[config.mk]
export PLATFORM = sky130hd
export DESIGN_NAME = tmr_vote_sequencer
export DESIGN_NICKNAME = d
export VERILOG_FILES = /design/src/rtl/tmr_pkg.sv /design/src/rtl/tmr_vote3.sv /design/src/rtl/tmr_vote_sequencer.sv
export SDC_FILE = /design/constraint.sdc
export NUM_CORES = 1
export LEC_CHECK = 0
export ABC_CLOCK_PERIOD_IN_PS = 3300
export CAP_MARGIN = 40
export CELL_PAD_IN_SITES_DETAIL_PLACEMENT = 0
export CELL_PAD_IN_SITES_GLOBAL_PLACEMENT = 1
export CORE_MARGIN = 2
export CORE_UTILIZATION = 39
export CTS_BUF_LIST = sky130_fd_sc_hd__clkbuf_16
export CTS_CLUSTER_SIZE = 8
export DETAILED_ROUTE_END_ITERATION = 6
export PLACE_DENSITY = 0.84
export SETUP_SLACK_MARGIN = 0.02
export SYNTH_ARGS = -nofsm -noshare
export SYNTH_HDL_FRONTEND = slang
export SYNTH_HIERARCHICAL = 1
export SYNTH_SLANG_ARGS = --single-unit
export TNS_END_PERCENT = 10
[constraint.sdc]
create_clock -name clk -period 3.3 [get_ports clk]
set_input_delay 0.66 -clock clk [delete_from_list [all_inputs] [get_ports clk]]
set_output_delay 0.66 -clock clk [all_outputs]
set_load 0.1 [all_outputs]
[src/rtl/tmr_pkg.sv]
// Shared constants for the TMR vote sequencer: mode encoding, channel indices,
// counter width and the fault-mask to mode decode.
package tmr_pkg;

  localparam int unsigned CNT_W = 4;

  localparam logic [1:0] MODE_TMR    = 2'd0;
  localparam logic [1:0] MODE_DMR    = 2'd1;
  localparam logic [1:0] MODE_FAILED = 2'd2;

  localparam logic [1:0] CH_A = 2'd0;
  localparam logic [1:0] CH_B = 2'd1;
  localparam logic [1:0] CH_C = 2'd2;

  function automatic logic [1:0] mode_of(input logic [2:0] f);
    logic [1:0] n;
    n = {1'b0, f[0]} + {1'b0, f[1]} + {1'b0, f[2]};
    if (n == 2'd0) begin
      return MODE_TMR;
    end else if (n == 2'd1) begin
      return MODE_DMR;
    end else begin
      return MODE_FAILED;
    end
  endfunction

endpackage

[src/rtl/tmr_vote3.sv]
// Bitwise 2-of-3 majority of three W-bit words.
module tmr_vote3 #(
  parameter int unsigned W = 8
) (
  input  logic [W-1:0] a_i,
  input  logic [W-1:0] b_i,
  input  logic [W-1:0] c_i,
  output logic [W-1:0] y_o
);

  assign y_o = (a_i & b_i) | (a_i & c_i) | (b_i & c_i);

endmodule

[src/rtl/tmr_vote_sequencer.sv]
// Handshaked TMR voter with per-channel disagreement counters that retire
// channels and degrade TMR -> DMR -> FAILED.
module tmr_vote_sequencer
  import tmr_pkg::*;
#(
  parameter int unsigned W            = 8,
  parameter int unsigned FAULT_THRESH = 4
) (
  input  logic         clk,
  input  logic         rst_n,
  input  logic         in_valid,
  output logic         in_ready,
  input  logic [W-1:0] a,
  input  logic [W-1:0] b,
  input  logic [W-1:0] c,
  output logic         out_valid,
  input  logic         out_ready,
  output logic [W-1:0] y,
  output logic         out_err,
  output logic [2:0]   mismatch,
  output logic [2:0]   fault,
  output logic [1:0]   mode,
  input  logic         fault_clr
);

  localparam logic [CNT_W-1:0] THRESH = CNT_W'(FAULT_THRESH);

  logic [W-1:0]     ch [3];
  logic [W-1:0]     maj;
  logic             accept;

  logic [W-1:0]     vote_y;
  logic             vote_err;
  logic [2:0]       vote_mis;
  logic [1:0]       lo, hi;

  logic             out_valid_q, out_valid_d;
  logic [W-1:0]     y_q, y_d;
  logic             err_q, err_d;
  logic [2:0]       mis_q, mis_d;
  logic [2:0]       fault_q, fault_d;
  logic [CNT_W-1:0] cnt_q [3];
  logic [CNT_W-1:0] cnt_d [3];

  assign ch[CH_A] = a;
  assign ch[CH_B] = b;
  assign ch[CH_C] = c;

  tmr_vote3 #(
    .W(W)
  ) u_vote (
    .a_i(a),
    .b_i(b),
    .c_i(c),
    .y_o(maj)
  );

  assign mode     = mode_of(fault_q);
  assign in_ready = !out_valid_q || out_ready;
  assign accept   = in_valid && in_ready;

  always_comb begin
    vote_y   = maj;
    vote_err = 1'b0;
    vote_mis = '0;
    lo       = CH_A;
    hi       = CH_B;
    if (fault_q[CH_A]) begin
      lo = CH_B;
      hi = CH_C;
    end else if (fault_q[CH_B]) begin
      hi = CH_C;
    end
    case (mode)
      MODE_TMR: begin
        for (int i = 0; i < 3; i++) vote_mis[i] = (ch[i] != maj);
      end
      MODE_DMR: begin
        vote_y       = ch[lo];
        vote_err     = (ch[lo] != ch[hi]);
        vote_mis[hi] = vote_err;
      end
      default: begin
        vote_err = 1'b1;
        if (!fault_q[CH_A])      vote_y = ch[CH_A];
        else if (!fault_q[CH_B]) vote_y = ch[CH_B];
        else if (!fault_q[CH_C]) vote_y = ch[CH_C];
        else                     vote_y = ch[CH_A];
      end
    endcase
  end

  // Counters only move in TMR; a clear on the same edge discards the update.
  always_comb begin
    fault_d = fault_q;
    for (int i = 0; i < 3; i++) cnt_d[i] = cnt_q[i];
    if (fault_clr) begin
      fault_d = '0;
      for (int i = 0; i < 3; i++) cnt_d[i] = '0;
    end else if (accept && mode == MODE_TMR) begin
      for (int i = 0; i < 3; i++) begin
        if (vote_mis[i]) begin
          if (cnt_q[i] != THRESH) begin
            cnt_d[i] = cnt_q[i] + CNT_W'(1);
            if (cnt_q[i] + CNT_W'(1) == THRESH) fault_d[i] = 1'b1;
          end
        end else begin
          cnt_d[i] = '0;
        end
      end
    end
  end

  always_comb begin
    out_valid_d = out_valid_q;
    y_d         = y_q;
    err_d       = err_q;
    mis_d       = mis_q;
    if (accept) begin
      out_valid_d = 1'b1;
      y_d         = vote_y;
      err_d       = vote_err;
      mis_d       = vote_mis;
    end else if (out_ready) begin
      out_valid_d = 1'b0;
    end
  end

  always_ff @(posedge clk or negedge rst_n) begin
    if (!rst_n) begin
      out_valid_q <= 1'b0;
      y_q         <= '0;
      err_q       <= 1'b0;
      mis_q       <= '0;
      fault_q     <= '0;
      for (int i = 0; i < 3; i++) cnt_q[i] <= '0;
    end else begin
      out_valid_q <= out_valid_d;
      y_q         <= y_d;
      err_q       <= err_d;
      mis_q       <= mis_d;
      fault_q     <= fault_d;
      for (int i = 0; i < 3; i++) cnt_q[i] <= cnt_d[i];
    end
  end

  assign out_valid = out_valid_q;
  assign y         = y_q;
  assign out_err   = err_q;
  assign mismatch  = mis_q;
  assign fault     = fault_q;

endmodule

==> key figures, run 1 <==
STA
  – Rel. slew slack: approximately half
  – RSZ-0062 raised after global routing: false
  – Fin crit period: 2795 ps
  – Measured slew at the worst slew-check pin: ~730 ps
  – Fmax: 357.8 MHz
  – Final setup fails: 0
  – Final hold violations: 0
  – Pins Over Slew Limit: 0
  – Final worst path period share: between 80% and 90%
  – Worst clock skew: between 3 and 4 ps
  – Post-Route Setup TNS: 0 ps

Critical path
  – Crit path max-delay family: flip-flops
  – Crit path launch type: flop
  – Critical Path RT: 2640 ps
  – Slowest-stage cell, CP: dfrtp_2
  – Buf/Inv on CP: 3
  – Setup CP Type: flop to output port
  – Critical path, cell by cell: inv_1, fa_1, buf_4, nor2_4, buf_12
  – CP endpoint kind: output port
  – Arrival time at the worst endpoint: 2130 ps
  – CP Max Fanout: 21
  – Crit-path max cell delay: 600 ps

Floorplanning
  – Row count: 29
  – Die width: roughly 85 µm
  – Starting Density: between 40% and 50%
  – Io pins: 48
  – Die Area: a little over 7000 µm²
  – Core area: ~6300 µm²
  – Die Ht: 84.64 µm

Clocking
  – H-tree levels: 1
  – Clock Latency Late Sink: about 270 ps
  – CTS tree: built
  – Post_cts resized: 0
  – Reg clk slew, reported paths: 70 ps
  – # clock sinks: 28
  – Setup bufs post-CTS: 0
  – Clock Path Buffers: 2
  – Num CTS Buffers: 3
  – Root Buffer: clkbuf_16
  – Hold_buf cts: 0

Yosys
  – Synth Net Count: between 300 and 400
  – Cells after Synth: 301
  – Synthesized cell area: 2536 µm²
  – Yosys cell types: 46
  – Syn. warnings: 6
  – Top FF cell, synth: dfrtp_1
  – EDFF count, synth: 0
  – Synth Register Bits: 28
  – Sequential fraction of the synthesis area: 27.63%
  – Asr flop ratio synth: 100.0%
  – Syn_area_per_cell: 8.426 µm²

Routing
  – Wire per inst: 16.28 µm
  – Post-DRT Antenna Nets: 0
  – Drt via density: 5.722
  – Final wirelength: 6920 µm
  – Routed via count: 2432
  – Detailed Routing Iterations Pass 1: 4
  – Initial DRC count: 161
  – # DRC: 0

Layout
  – Final Util: approximately 50%
  – Syn-to-layout area delta: 25.51%
  – Multi-input logic area: 1734 µm²
  – Inserted Diodes: 0
  – Nets@finish: 388
  – FF+latch area: 705.7 µm²
  – # fillers: 619
  – Share of layout cells above drive strength 1: 13.79%

Outcome
  – Status: complete, no violations

GRT
  – Vias in the first global route: 2377
  – Initial antenna violation count: 0
  – First-pass GRT wire length: 11640 µm
  – Largest net degree at the start of global routing: 29
  – Grt ovf: 0
  – GRT Util Overall: 19.75%

Place
  – HPWL Detailed: 5027 µm
  – GP Congestion: 0.8990
  – Port bufs: 47

Pwr
  – Overall power: approximately 0.0011 W
  – Power Dens Cells: 345.6 nW/µm²
  – Worst vdd ir: ~0.00027 V
  – Pleak: 1.236 nW

Min path
  – Min-delay worst type: flop to flop

Run
  – Max-Cap Viols: 0
==> cell usage after synthesis, types with 3 or more instances <==
cell	instances	share of area [%]
nand2_1	14	2.1
dfrtp_1	28	28
ha_1	9	4.4
xnor2_1	28	9.7
nand2b_1	3	0.74
a22o_1	10	3.5
mux2i_1	10	3.9
nand4_1	7	1.7
xor2_1	15	5.2
o21ai_0	17	3.4
maj3_2	8	3.6
o21a_1	3	0.89
nor4_1	5	1.2
buf_2	3	0.59
nor2b_1	10	2.5
a21oi_1	34	6.7
inv_1	13	1.9
clkbuf_1	8	1.2
a221oi_1	8	2.8
nand3_1	7	1.4
o2bb2ai_1	3	1.0
nor2_1	29	4.3
a31oi_1	3	0.74
==> layout make-up <==
class	instances	share of cell area [%]
inverter	13	1.651
sequential	28	22.17
multi-input combinational	247	54.48
clock buffer	3	2.358
clock inverter	1	0.1179
tap	77	3.027
timing repair buffer	56	16.19
==> cells by family (layout without fill, tap and decap cells) <==
| group | Yosys count | count (layout) | synth area share [%] |
|---|---|---|---|
| simple gates | 85 | 85 | 17.17 |
| flops | 28 | 28 | 27.63 |
| compound gates | 90 | 90 | 22.89 |
| xor+xnor | 43 | 43 | 14.85 |
| fa+ha+maj | 18 | 18 | 8.782 |
| buf+inv | 26 | 73 | 4.292 |
| mux | 11 | 11 | 4.391 |
==> sequential cells by signal, indices dropped and copies added, names as in the netlist <==
register   flops
mismatch       3
cnt_q         12
y              8
out_err        1
out_valid      1
fault          3
==> layout by cell type, fill, tap and decap left out, types with 12 or more instances in the layout <==
master	count
clkdlybuf4s50_1	28
o21ai_0	17
dfrtp_1	26
inv_1	12
a21oi_1	34
nor2_1	28
xnor2_1	28
xor2_1	15
nand2_1	14
buf_4	26
==> per-layer routing <==
layer | track usage, % | vias up | part of all wire [%]
met2 | 33.00 | 69 | 48
met1 | 26.26 | 1172 | 45
met5 | 0 | - | 0
met4 | 5.051 | 0 | 2.1
li1 | - | 1183 | -
met3 | 3.835 | 8 | 5.1
==> report_power, final <==
group | switching [W] | leakage [nW] | internal, W | total, W
Clock | 0.000126 | 0.0385 | 0.000163 | 0.000289
Combinational | 0.000285 | 0.856 | 0.000139 | 0.000424
Sequential | 0.0000200 | 0.342 | 0.000368 | 0.000388
==> stage by stage <==
stage          setup slack [ps]  std cells  cell area, µm²  hold slack, ps
2_1_floorplan             35.27        301            2556           364.4
3_3_place_gp              299.3        421            3104           480.0
4_1_cts                   524.5        425            3183           501.7
5_1_grt                   401.5        425            3183           533.4
6_report                  505.4        425            3183           497.2
3_5_place_dp              301.4        421            3104           485.1
==> worst paths after layout <==
kind	startpoint	end	slack [ps]	cells after the start
min reg2reg	out_err$_DFFE_PN0P_	out_err$_DFFE_PN0P_	500	1
max	fault[0]$_DFFE_PN0P_	mode[0]	510	5
min in group asynchronous	rst_n	y[5]$_DFFE_PN0P_	780	2
min	out_err$_DFFE_PN0P_	out_err$_DFFE_PN0P_	500	1
max reg2reg	fault[0]$_DFFE_PN0P_	cnt_q[10]$_DFFE_PN0P_	790	9
max in group asynchronous	rst_n	fault[1]$_DFFE_PN0P_	2190	2
Power figures use the tool's default switching activity.
==> run 2: changes to the inputs <==
--- a/config.mk
+++ b/config.mk
@@ -5,7 +5,7 @@
 export SDC_FILE = /design/constraint.sdc
 export NUM_CORES = 1
 export LEC_CHECK = 0
-export ABC_CLOCK_PERIOD_IN_PS = 3300
+export ABC_CLOCK_PERIOD_IN_PS = 2800
 export CAP_MARGIN = 40
 export CELL_PAD_IN_SITES_DETAIL_PLACEMENT = 0
 export CELL_PAD_IN_SITES_GLOBAL_PLACEMENT = 1
==> constraint.sdc (replaced) <==
create_clock -name clk -period 2.8 [get_ports clk]
set_input_delay 0.56 -clock clk [delete_from_list [all_inputs] [get_ports clk]]
set_output_delay 0.56 -clock clk [all_outputs]
set_load 0.1 [all_outputs]
==> run 2 against run 1 <==
  * Critical path type unchanged
  * Wire length increased by 4.9%
  * Largest cell class unchanged
  * Combinational power increased by 26%
  * Clock power increased by 47%
  * Sequential power increased by 18%
==> key figures, run 2 (same netlist as run 1, synthesis figures left out) <==
Critical path
  – Arrival time at the worst endpoint: approximately 2100 ps
  – CP endpoint kind: output port
  – Setup CP Type: flop to output port
  – Crit path launch type: flop
  – CP Max Fanout: 20
  – Critical Path RT: 2240 ps

STA
  – Fmax: 378.9 MHz
  – Final worst path period share: 94.25%
  – Fin crit period: 2639 ps
  – Hold WS: ~510 ps
  – Final setup fails: 0
  – Measured slew at the worst slew-check pin: 665.6 ps
  – Worst clock skew: roughly 6.7 ps
  – Post-Route Setup TNS: 0 ps
  – Final hold violations: 0
  – RSZ-0062 raised after global routing: false
  – Pins Over Slew Limit: 0
  – Rel. slew slack: 55.46%

Layout
  – Most frequent cells in the layout: buf_4 (48), a21oi_1 (34), nor2_1 (28), xnor2_1 (28), clkdlybuf4s50_1 (28)
  – Syn-to-layout area delta: 34.19%
  – Inserted Diodes: 0
  – Share of layout cells above drive strength 1: 20.49%
  – Max reg flops: 12
  – Non-filler instance count after layout: 448
  – Nets@finish: between 400 and 500
  – Leading cell type in the layout, fill and taps excluded: buf_4
  – Final Util: 53.90%
  – # fillers: 590
  – Register bank with the most flops: cnt_q

Pwr
  – Worst vdd ir: 0.0003518 V
  – Overall power: approximately 0.0014 W
  – Power Dens Cells: 416.3 nW/µm²
  – Pleak: 1.368 nW

Routing
  – Drt via density: 5.585
  – Post-DRT Antenna Nets: 0
  – Initial DRC count: 136
  – # DRC: 0
  – Routed via count: around 2500
  – Final wirelength: ~7300 µm
  – Wire per inst: 16.20 µm
  – Detailed Routing Iterations Pass 1: 4

Floorplanning
  – Die Area: 7164 µm²
  – Starting Density: about two fifths
  – Die width: 84.64 µm
  – Io pins: 48
  – Die Ht: roughly 85 µm
  – Row count: 29
  – Core area: 6314 µm²

GRT
  – Grt ovf: 0
  – First-pass GRT wire length: approximately 12000 µm
  – Largest net degree at the start of global routing: 29
  – Vias in the first global route: 2469
  – GRT Util Overall: 20.07%
  – Initial antenna violation count: 0

Run
  – Max-Cap Viols: 0

Min path
  – Min-delay worst type: flop to flop

Place
  – GP Congestion: 0.8700
  – Port bufs: 47
  – Dpl cells: between 400 and 500
  – HPWL Detailed: 5418 µm

Clocking
  – Clock Path Buffers: 2
  – Hold_buf cts: 0
  – Post_cts resized: 0
  – # clock sinks: 28
  – Clock Latency Late Sink: between 200 and 300 ps
  – Root Buffer: clkbuf_16
  – Setup bufs post-CTS: 0
  – H-tree levels: 1
  – Num CTS Buffers: 3
  – Reg clk slew, reported paths: 70 ps
  – CTS tree: built

Outcome
  – Status: complete, no violations
-- run 2: cell types whose count changed in the layout (fill, tap and decap cells not counted) --
| cell | before | now |
|---|---|---|
| fa_2 | 0 | 1 |
| buf_4 | 26 | 48 |
| clkinv_1 | 1 | 0 |
| inv_2 | 0 | 1 |
| dfrtp_1 | 26 | 25 |
| dfrtp_4 | 1 | 2 |
| inv_1 | 12 | 10 |
| bufinv_16 | 0 | 1 |
| buf_12 | 2 | 3 |
| inv_4 | 0 | 1 |
| fa_1 | 1 | 0 |
-- run 2: area by class of cell --
class                      instances  area, µm²  area share [%]
multi-input combinational        247       1737           51.03
timing repair buffer              79      700.7           20.59
clock buffer                       3      75.07           2.206
clock inverter                     1      30.03          0.8824
inverter                          13      55.05           1.618
sequential                        28      709.4           20.85
tap                               77      96.34           2.831
-- run 2: path summary, 6_finish.rpt --
path	startpoint	to	slack [ps]	cells past startpoint
hold / removal	out_err$_DFFE_PN0P_	out_err$_DFFE_PN0P_	510	1
max in group asynchronous	rst_n	fault[2]$_DFFE_PN0P_	1800	2
hold reg to reg	out_err$_DFFE_PN0P_	out_err$_DFFE_PN0P_	510	1
min in group asynchronous	rst_n	cnt_q[9]$_DFFE_PN0P_	690	2
setup reg to reg	fault[1]$_DFFE_PN0P_	cnt_q[7]$_DFFE_PN0P_	410	7
setup / recovery	fault[1]$_DFFE_PN0P_	mode[0]	160	5
-- run 2: layer usage --
metal,share of wire (%),vias up,GRT usage [%]
met5,0,-,0
met4,1.1,0,5.051
met3,4.8,4,3.245
met2,50,62,34.93
met1,44,1210,25.96
li1,-,1226,-
-- run 2: where the power goes --
group | internal [W] | switching [W] | leakage [nW]
sequential | 0.000434 | 0.0000239 | 0.340
clock | 0.000285 | 0.000141 | 0.0511
combinational | 0.000189 | 0.000344 | 0.976
total | 0.000908 | 0.000509 | 1.37
-- run 2: critical path: stages, from the launching register on --
cell     delay, ps
dfrtp_4        620
inv_4          110
fa_2           450
buf_4          230
nor2_4         200
buf_12         200
-- run 2: per-stage QoR --
stage / setup slack (ps) / area, µm²
6_report: 161.0 / 3403
5_1_grt: 110.3 / 3403
4_1_cts: 174.9 / 3403
3_5_place_dp: 67.38 / 3298
3_3_place_gp: 109.2 / 3298
2_1_floorplan: -224.8 / 2585
==> run 3: changes to the inputs <==
--- a/config.mk
+++ b/config.mk
@@ -14,6 +14,7 @@
 export CTS_BUF_LIST = sky130_fd_sc_hd__clkbuf_16
 export CTS_CLUSTER_SIZE = 8
 export DETAILED_ROUTE_END_ITERATION = 6
+export GPL_ROUTABILITY_DRIVEN = 1
 export PLACE_DENSITY = 0.84
 export SETUP_SLACK_MARGIN = 0.02
 export SYNTH_ARGS = -nofsm -noshare
==> results of run 3 <==
No change in the layout: final DEF, timing and power equal those of run 2.
